[src/rtl/stopwatch_pkg.sv]
// Shared definitions for the stopwatch run/stop/split controller:
// state encoding, BCD time layout and hold-timer width.
package stopwatch_pkg;

  localparam int DIGIT_W    = 4;
  localparam int NUM_DIGITS = 6;
  localparam int TIME_W     = DIGIT_W * NUM_DIGITS;

  // Field offsets inside the {min10, min1, sec10, sec1, csec10, csec1} word
  localparam int CSEC1_OFS  = 0;
  localparam int CSEC10_OFS = 4;
  localparam int SEC1_OFS   = 8;
  localparam int SEC10_OFS  = 12;
  localparam int MIN1_OFS   = 16;
  localparam int MIN10_OFS  = 20;

  localparam int TIMER_W = 10;

  localparam logic [DIGIT_W-1:0] LAPCNT_MAX = 4'd9;

  localparam logic [1:0] ST_IDLE_ENC  = 2'd0;
  localparam logic [1:0] ST_RUN_ENC   = 2'd1;
  localparam logic [1:0] ST_SPLIT_ENC = 2'd2;
  localparam logic [1:0] ST_STOP_ENC  = 2'd3;

  typedef enum logic [1:0] {
    S_IDLE  = ST_IDLE_ENC,
    S_RUN   = ST_RUN_ENC,
    S_SPLIT = ST_SPLIT_ENC,
    S_STOP  = ST_STOP_ENC
  } sw_state_e;

  // Single BCD digit increment that sticks at 9 instead of wrapping
  function automatic logic [DIGIT_W-1:0] bcd_sat_inc(input logic [DIGIT_W-1:0] v);
    return (v >= LAPCNT_MAX) ? LAPCNT_MAX : v + 4'd1;
  endfunction

endpackage

[src/rtl/stopwatch_ctrl_if.sv]
// Button/tick inputs and counter/display outputs of the stopwatch controller.
interface stopwatch_ctrl_if;
  import stopwatch_pkg::*;

  logic                EN10MS;
  logic                SS;
  logic                LAP;
  logic [TIME_W-1:0]   TIME;
  logic                CNTEN;
  logic                CLR;
  logic [TIME_W-1:0]   DISP;
  logic                RUNNING;
  logic                HOLDING;
  logic [DIGIT_W-1:0]  LAPCNT;

  modport master (
    output EN10MS, SS, LAP, TIME,
    input  CNTEN, CLR, DISP, RUNNING, HOLDING, LAPCNT
  );

  modport slave (
    input  EN10MS, SS, LAP, TIME,
    output CNTEN, CLR, DISP, RUNNING, HOLDING, LAPCNT
  );

endinterface

[src/rtl/stopwatch_ctrl_hold_timer.sv]
// Loadable down-counter that measures the split display hold in 10 ms ticks.
module hold_timer
  import stopwatch_pkg::*;
(
  input  logic               clk,
  input  logic               srst,
  input  logic               load,
  input  logic [TIMER_W-1:0] load_val,
  input  logic               tick,
  output logic               zero
);

  logic [TIMER_W-1:0] count_q;
  logic [TIMER_W-1:0] count_d;

  // A load on the same cycle as a tick restarts the hold; the tick is not counted
  always_comb begin
    count_d = count_q;
    if (load) begin
      count_d = load_val;
    end else if (tick && (count_q != '0)) begin
      count_d = count_q - 1'b1;
    end
  end

  always_ff @(posedge clk) begin
    if (srst) begin
      count_q <= '0;
    end else begin
      count_q <= count_d;
    end
  end

  assign zero = (count_q == '0);

endmodule

[src/rtl/stopwatch_ctrl.sv]
// Run/stop/split controller: gates the counter enable, issues the clear and
// freezes a lap time on the display for HOLD_TICKS ticks while counting continues.
module stopwatch_ctrl
  import stopwatch_pkg::*;
#(
  parameter int HOLD_TICKS = 300
) (
  input  logic             CLK,
  input  logic             RST,
  stopwatch_ctrl_if.slave  bus
);

  localparam logic [TIMER_W-1:0] HOLD_LOAD = TIMER_W'(HOLD_TICKS - 1);

  sw_state_e           state_q, state_d;
  logic [TIME_W-1:0]   lap_q, lap_d;
  logic [DIGIT_W-1:0]  lapcnt_q, lapcnt_d;
  logic                clr_q, clr_d;
  logic                running_q, running_d;
  logic                holding_q, holding_d;
  logic                tmr_load;
  logic                tmr_tick;
  logic                tmr_zero;

  hold_timer u_hold_timer (
    .clk      (CLK),
    .srst     (RST),
    .load     (tmr_load),
    .load_val (HOLD_LOAD),
    .tick     (tmr_tick),
    .zero     (tmr_zero)
  );

  // SS always beats LAP, and any button beats hold expiry
  always_comb begin
    state_d  = state_q;
    lap_d    = lap_q;
    lapcnt_d = lapcnt_q;
    clr_d    = 1'b0;
    tmr_load = 1'b0;
    tmr_tick = 1'b0;
    case (state_q)
      S_IDLE: begin
        if (bus.SS) state_d = S_RUN;
      end
      S_RUN: begin
        if (bus.SS) begin
          state_d = S_STOP;
        end else if (bus.LAP) begin
          state_d  = S_SPLIT;
          lap_d    = bus.TIME;
          lapcnt_d = bcd_sat_inc(lapcnt_q);
          tmr_load = 1'b1;
        end
      end
      S_SPLIT: begin
        if (bus.SS) begin
          state_d = S_STOP;
        end else if (bus.LAP) begin
          lap_d    = bus.TIME;
          lapcnt_d = bcd_sat_inc(lapcnt_q);
          tmr_load = 1'b1;
        end else if (bus.EN10MS) begin
          if (tmr_zero) state_d = S_RUN;
          else          tmr_tick = 1'b1;
        end
      end
      S_STOP: begin
        if (bus.SS) begin
          state_d = S_RUN;
        end else if (bus.LAP) begin
          state_d  = S_IDLE;
          clr_d    = 1'b1;
          lapcnt_d = '0;
          lap_d    = '0;
        end
      end
      default: state_d = S_IDLE;
    endcase
    running_d = (state_d == S_RUN) || (state_d == S_SPLIT);
    holding_d = (state_d == S_SPLIT);
  end

  always_ff @(posedge CLK) begin
    if (RST) begin
      state_q   <= S_IDLE;
      lap_q     <= '0;
      lapcnt_q  <= '0;
      clr_q     <= 1'b0;
      running_q <= 1'b0;
      holding_q <= 1'b0;
    end else begin
      state_q   <= state_d;
      lap_q     <= lap_d;
      lapcnt_q  <= lapcnt_d;
      clr_q     <= clr_d;
      running_q <= running_d;
      holding_q <= holding_d;
    end
  end

  assign bus.CNTEN   = bus.EN10MS & running_q;
  assign bus.CLR     = clr_q;
  assign bus.RUNNING = running_q;
  assign bus.HOLDING = holding_q;
  assign bus.LAPCNT  = lapcnt_q;

  for (genvar gi = 0; gi < NUM_DIGITS; gi++) begin : g_disp
    assign bus.DISP[gi*DIGIT_W +: DIGIT_W] =
      holding_q ? lap_q[gi*DIGIT_W +: DIGIT_W] : bus.TIME[gi*DIGIT_W +: DIGIT_W];
  end

endmodule
[src/flat_wrapper.sv]
// flat-port wrapper written by rule: the top's interface ports become plain ports
module stopwatch_ctrl_flat import stopwatch_pkg::*;
#(
  parameter int HOLD_TICKS = 300
)
  (CLK, RST, bus_EN10MS, bus_SS, bus_LAP, bus_TIME, bus_CNTEN, bus_CLR, bus_DISP, bus_RUNNING, bus_HOLDING, bus_LAPCNT);
  stopwatch_ctrl_if bus_i ();
  input  logic CLK;
  input  logic RST;
  input wire logic [$bits(bus_i.EN10MS)-1:0] bus_EN10MS;
  input wire logic [$bits(bus_i.SS)-1:0] bus_SS;
  input wire logic [$bits(bus_i.LAP)-1:0] bus_LAP;
  input wire logic [$bits(bus_i.TIME)-1:0] bus_TIME;
  output wire logic [$bits(bus_i.CNTEN)-1:0] bus_CNTEN;
  output wire logic [$bits(bus_i.CLR)-1:0] bus_CLR;
  output wire logic [$bits(bus_i.DISP)-1:0] bus_DISP;
  output wire logic [$bits(bus_i.RUNNING)-1:0] bus_RUNNING;
  output wire logic [$bits(bus_i.HOLDING)-1:0] bus_HOLDING;
  output wire logic [$bits(bus_i.LAPCNT)-1:0] bus_LAPCNT;
  assign bus_i.EN10MS = bus_EN10MS;
  assign bus_i.SS = bus_SS;
  assign bus_i.LAP = bus_LAP;
  assign bus_i.TIME = bus_TIME;
  assign bus_CNTEN = bus_i.CNTEN;
  assign bus_CLR = bus_i.CLR;
  assign bus_DISP = bus_i.DISP;
  assign bus_RUNNING = bus_i.RUNNING;
  assign bus_HOLDING = bus_i.HOLDING;
  assign bus_LAPCNT = bus_i.LAPCNT;
  stopwatch_ctrl #(.HOLD_TICKS(HOLD_TICKS)) u_core (.CLK(CLK), .RST(RST), .bus(bus_i));
endmodule
[config.mk]
export PLATFORM = sky130hd
export DESIGN_NAME = stopwatch_ctrl_flat
export DESIGN_NICKNAME = d
export VERILOG_FILES = /design/src/rtl/stopwatch_pkg.sv /design/src/rtl/stopwatch_ctrl_if.sv /design/src/rtl/stopwatch_ctrl_hold_timer.sv /design/src/rtl/stopwatch_ctrl.sv /design/src/flat_wrapper.sv
export SDC_FILE = /design/constraint.sdc
export NUM_CORES = 1
export LEC_CHECK = 0
export BUFFER_PORTS_ARGS = -buffer_cell sky130_fd_sc_hd__clkbuf_2
export CELL_PAD_IN_SITES_DETAIL_PLACEMENT = 0
export CELL_PAD_IN_SITES_GLOBAL_PLACEMENT = 2
export CORE_MARGIN = 2
export CORE_UTILIZATION = 32
export CTS_BUF_LIST = sky130_fd_sc_hd__clkbuf_4 sky130_fd_sc_hd__clkbuf_8 sky130_fd_sc_hd__clkbuf_16
export DETAILED_ROUTE_END_ITERATION = 7
export PLACE_DENSITY = 0.9
export REMOVE_ABC_BUFFERS = 1
export SLEW_MARGIN = 10
export SYNTH_ARGS = -nofsm -noshare
export SYNTH_HDL_FRONTEND = slang
export SYNTH_SLANG_ARGS = --single-unit
[constraint.sdc]
create_clock -name CLK -period 4.35 [get_ports CLK]
set_input_delay 0 -clock CLK [delete_from_list [all_inputs] [get_ports CLK]]
set_output_delay 0 -clock CLK [all_outputs]
set_load 0.005 [all_outputs]
# [Word-level counts from Yosys, hierarchy flattened]
# Cells that the tools add are included.
[classes] add_sub_neg=2 n_mul=0 n_div=0 order_cmp=1 eq_ne=9 shifts=0 mux=37 bitwise=2 n_reduce_logical=11
[op_table] cell="$mux 24" n=4
[op_table] cell="$pmux 24 s2" n=1
[op_table] cell="$mux 4" n=11
[op_table] cell="$mux 2" n=9
[op_table] cell="$mux 9" n=2
[op_table] cell="$logic_not 10->1" n=1
[op_table] cell="$reduce_bool 10->1" n=1
[op_table] cell="$sub 10x1->10 const B" n=1
[op_table] cell="$mux 1" n=8
[op_table] cell="$pmux 2 s4" n=1
[op_table] cell="$pmux 4 s2" n=1
[op_table] cell="$eq 2x2->1 const B" n=3
[op_table] cell="$ne 2x2->1 const B" n=3
[op_table] cell="$reduce_or 2->1" n=3
[op_table] cell="$reduce_and 5->1" n=1
[op_table] cell="$add 4x1->4 const B" n=1
[op_table] cell="$eq 2x1->1 const B" n=2
[op_table] cell="$ge 4x4->1 const B" n=1
[op_table] cell="$reduce_bool 2->1" n=2
[op_table] cell="$logic_not 2->1" n=1
[op_table] cell="$ne 2x1->1 const B" n=1
[op_table] cell="$and 1x1->1" n=1
[op_table] cell="$logic_and 1x1->1" n=1
[op_table] cell="$logic_or 1x1->1" n=1
[op_table] cell="$not 1->1" n=1
[totals] register_bits=43 latch_bits=0 mem_bits_rw=0 rom_bits=0 inputBits=29 memories=0

# [Longest topological paths before layout]
[depth] word_depth=9 ltp_mapped=9

# [Cells and area by module]
# From an unflattened synthesis, not the netlist that was laid out.
[hier_totals] cells_unflattened=269 hier_area_um2=2407.3
[modules_own_cells] module="stopwatch_ctrl" instances=1 cells_each=197 area_per_inst_um2=1780.5
[modules_own_cells] module="hold_timer" instances=1 cells_each=72 area_per_inst_um2=626.9

# [Worst setup path before layout]
# OpenSTA, ideal clock, no wires.
[synth_timing] kind="reg-to-reg" startpoint="register u_core.u_hold_timer.count_q[5]" endpoint="register u_core.running_q (netlist: u_core.bus.RUNNING)" arrival_time_ns=1.977 t_required_ns=4.222 setup_slack_ns=2.246 stages_incl_launch_ff=6 period_less_slack_ns=2.104 cell_sequence="dfxtp_1 > or4_4 > or3_4 > o32a_2 > ha_1 > nor2_1"
[synth_between] elab_chain_len=8 word_cells_on_any_way=9 cone_classes="eq/ne (2); mux (5); reduce/logical (2)"
[synth_rtl] item="start, declared" line="stopwatch_ctrl_hold_timer.sv:13" source="logic [TIMER_W-1:0] count_q;"
[synth_rtl] item="start signal, assigned" line="stopwatch_ctrl_hold_timer.sv:30" source="count_q <= count_d;"
[synth_rtl] item="$logic_not 10->1 *" line="stopwatch_ctrl_hold_timer.sv:34" source="assign zero = (count_q == '0);"
[synth_rtl] item="$mux 2 *" line="stopwatch_ctrl.sv:64" source="if (tmr_zero) state_d = S_RUN;"
[synth_rtl] item="$mux 2 *" line="stopwatch_ctrl.sv:63" source="end else if (bus.EN10MS) begin"
[synth_rtl] item="$mux 2 *" line="stopwatch_ctrl.sv:59" source="end else if (bus.LAP) begin"
[synth_rtl] item="$mux 2 *" line="stopwatch_ctrl.sv:57" source="if (bus.SS) begin"
[synth_rtl] item="$pmux 2 s4 *" line="stopwatch_ctrl.sv:42" source="case (state_q)"
[synth_rtl] item="$eq 2x1->1 or $eq 2x2->1 (tied branches)" line="stopwatch_ctrl.sv:80" source="running_d = (state_d == S_RUN) || (state_d == S_SPLIT);"
[synth_rtl] item="$logic_or 1x1->1 *" line="stopwatch_ctrl.sv:80"
[synth_rtl] item="end signal, assigned" line="stopwatch_ctrl.sv:97" source="running_q <= running_d;"
[synth_rtl] item="end, declared" line="stopwatch_ctrl.sv:19" source="logic running_q, running_d;"
# Mark *: on every way between the ends. The rest lies on a longest branch, timed or not.
# A chain may end at the register's enable or synchronous reset.

# [Final worst setup path]
[layout_timing] startpoint="register u_core.state_q[1]" endpoint="register u_core.running_q (netlist: u_core.bus.RUNNING)"
[layout_between] elab_chain_len=7 word_cells_on_any_way=17 cone_classes="eq/ne (5); mux (10); reduce/logical (2)"
[layout_rtl] item="start, declared" line="stopwatch_ctrl.sv:15" source="sw_state_e state_q, state_d;"
[layout_rtl] item="start signal, assigned" line="stopwatch_ctrl.sv:93" source="state_q <= state_d;"
[layout_rtl] item="$mux 2" line="stopwatch_ctrl.sv:64"
[layout_rtl] item="$mux 2" line="stopwatch_ctrl.sv:63"
[layout_rtl] item="$mux 2" line="stopwatch_ctrl.sv:59"
[layout_rtl] item="$mux 2" line="stopwatch_ctrl.sv:57"
[layout_rtl] item="$pmux 2 s4 *" line="stopwatch_ctrl.sv:42"
[layout_rtl] item="$eq 2x1->1 or $eq 2x2->1 (tied branches)" line="stopwatch_ctrl.sv:80"
[layout_rtl] item="$logic_or 1x1->1 *" line="stopwatch_ctrl.sv:80"
# Marked as above.

==> summary.md <==
| Metric | Value |
|---|---|
| Status | `finished, final reports clean` |
| Max_cap viols | `0` |
| Final Hold Vio Count | `0` |
| Synth Instances | `roughly 260` |
| Worst-Margin Slew | `roughly 1100 ps` |
| Max Clock Freq | `0.413 GHz` |
| Type of origin of the critical path | `flip-flop` |
| RSZ-0062 raised after global routing | `false` |
| Post-route antenna net violation count | `0` |
| Slew Viols, Final | `0` |
| Worst setup EP type | `flip-flop` |
| Post-synth EDFFs | `0` |
| CTS H-tree depth | `2` |
| Worst Path Required | `about 4600 ps` |
| First-pass GRT wire length | `8.30 mm` |
| Synth area leaders | `dfxtp_1 (39%), mux2_2 (12%), a21oi_1 (8.4%)` |
| Async set-reset flop share out of synthesis | `0%` |
| Synth area leader | `dfxtp_1` |
| Drt via density | `5.01` |
| Total number of vias | `2074` |
| Synth Area in Adders | `5.66%` |
| Vias in the first global route | `about 1900` |
| Post-synthesis mux area share | `12.2%` |
| PostCTS Resize Cnt | `0` |
| Area of the multi-input gates | `0.00126 sq mm` |
| Slew HR | `26.5%` |
| Area occupied by registers | `861 sq um` |
| Antenna diodes | `0` |
| Post-route cell area | `0.00289 sq mm` |
| CTS Buf Count | `5` |
| Drt total wl | `5.33 mm` |
| Initial antenna violation count | `0` |
| Max VDD drop | `0.133 mV` |
| Reg clk slew, reported paths | `80 ps` |
| Initial core utilization | `32.7%` |
| Origin of the critical flop-to-flop path | `u_core.state_q[1]` |
| DRC violations left | `0` |
| CP max FO | `26` |
| Main combinational cell family by area after synthesis | `simple AND/OR/NAND/NOR gates` |
| Yosys cell types | `43` |
| Final clock skew | `roughly 6.1 ps` |
| Placed cell count | `382` |
| Initial DRT Pass Iterations | `4` |
| Mapped Area | `0.00221 sq mm` |
| Finish-stage setup viols | `0` |
| HPWL after detailed placement | `3.44 mm` |
| Top-area cell type share of the netlist area | `around two fifths` |
| All-Layer GR Usage | `13.5%` |
| Fill count | `681` |
| XOR/XNOR Fraction of Synth Area | `0.396%` |
| Crit path capture | `u_core.bus.RUNNING` |
| Mapped Avg Cell Area | `roughly 8.6 sq um` |
| Worst hold path type | `input pin to flip-flop` |
| Post-layout util | `42.8%` |
| LEAKAGE | `1.18 nW` |
| Top_reg_cell synth | `dfxtp_1` |
| YS warnings | `0` |
| CP arrival | `2630 ps` |
| R2r setup slk | `1930 ps` |
| Post-synthesis simple-gate area fraction | `21.7%` |
| Crit path from | `u_core.state_q[1]` |
| DP Area | `0.00256 sq mm` |
| Post-route clock period utilization | `55.7%` |
| WHS | `115 ps` |
| R2R depth | `7` |
| Root buf cell | `clkbuf_8` |
| Hold-fix buffers at CTS | `24` |
| Clock Sinks | `43` |
| TNS Setup | `0 ps` |
| Crit path time final | `2420 ps` |
| FP Rows | `30` |
| Port bufs | `60` |
| Wire per inst | `12.9 microns` |
| Chip width | `87.1 microns` |
| Final std cells w/o fill | `414` |
| Power Dens Cells | `308 mW/mm^2` |
| Die area | `~0.0076 sq mm` |
| Iteration-0 DRC Markers | `77` |
| Critical R2R Capture | `u_core.bus.RUNNING` |
| Seq cells post-synth | `43` |
| Top post-synthesis cells by count | `dfxtp_1 (43), a21oi_1 (37), nand2_1 (32), nand3_1 (26), mux2_2 (24)` |
| Die Height | `about 87 microns` |
| Worst-Skew Late Latency | `290 ps` |
| RD Place Congestion | `0.819` |
| Clock Path Buffers | `2` |
| Synth-to-Final Area Change | `30.8%` |
| Nets | `372` |
| Seq/Total Area, Yosys | `38.9%` |
| Largest net degree at the start of global routing | `41` |
| CORE AREA | `0.00676 sq mm` |
| CTS tree | `yes` |
| Grt total ovfl | `0` |
| Kind of critical path | `flip-flop to flip-flop` |
| Setup repair bufs after CTS | `0` |
| Share of layout cells above drive strength 1 | `roughly 33%` |
| Ports | `61` |
| Compound-Gate Fraction of Synth Area | `17.0%` |
| Count leader, synth | `dfxtp_1` |
worst max-delay path, cell delays in order, from the launching register on:
cell and delay [ps]:
dfxtp_1 410, ha_1 320, clkinv_1 650, o21ai_0 400, a31oi_1 160, nand2_1 90, ha_1 220, nor2_1 100
final cells by class:
cell class,count,share of cell area (%)
clock buffer,6,2.64
clock inverter,2,0.433
inverter,9,1.17
multi-input combinational,189,43.6
sequential,43,29.8
tap,80,3.46
timing repair buffer,85,19.0
state kept, by name, summed over array words and instances, names as in the netlist:
signal	flops
u_core.bus.RUNNING	1
u_core.bus.HOLDING	1
u_core.state_q	2
u_core.lap_q	24
u_core.bus.CLR	1
u_core.bus.LAPCNT	4
u_core.u_hold_timer.count_q	10
where the power goes:
part	switching (W)	internal [W]
Sequential	0.0000193	0.000421
Combinational	0.000102	0.0000954
Clock	0.000134	0.000119
Total	0.000255	0.000635
per-layer routing:
metal | vias to the layer above | GRT usage [%] | share of wire (%)
li1 | 1077 | - | -
met2 | 50 | 21.9 | 43
met1 | 943 | 18.5 | 53
met4 | 0 | 4.20 | 0.43
met3 | 4 | 2.37 | 4.4
met5 | - | 0 | 0
placed cells by master (no fill, tap or decap), types with 3 or more instances in the layout:
cell type,count
clkbuf_2,60
dfxtp_1,43
a21oi_1,37
nand2_1,32
nand3_1,26
mux2_2,24
dlygate4sd3_1,24
ha_1,10
inv_1,8
nor2_1,5
o21ai_0,5
clkbuf_8,5
a31oi_1,4
o31ai_1,4
nand2b_1,3
or3b_2,3
a211oi_1,3
how the worst min path moves through the flow:
stage / from / to / slack [ps] / cells after the start
2_1_floorplan: RST / u_core.bus.RUNNING / 70 / 1
3_3_place_gp: bus_TIME[11] / u_core.lap_q[11] / 270 / 3
3_5_place_dp: bus_TIME[15] / u_core.lap_q[15] / 280 / 3
4_1_cts: bus_LAP / u_core.bus.CLR / 100 / 3
5_1_grt: bus_LAP / u_core.bus.CLR / 130 / 3
6_report: bus_LAP / u_core.bus.CLR / 120 / 3
per-stage QoR:
step | setup slack, ps | power (W)
6_report | 1930 | 0.000890
5_1_grt | 1720 | 0.000949
4_1_cts | 1910 | 0.000907
3_5_place_dp | 1940 | 0.000630
3_3_place_gp | 1980 | 0.000630
2_1_floorplan | 2230 | 0.000558
cells by family after synthesis:
family | count (synthesis)
flops | 43
buf+inv | 24
fa+ha+maj | 10
mux | 24
compound gates | 63
simple gates | 91
xor+xnor | 1
No activity file was read; power rests on OpenSTA's default activity.
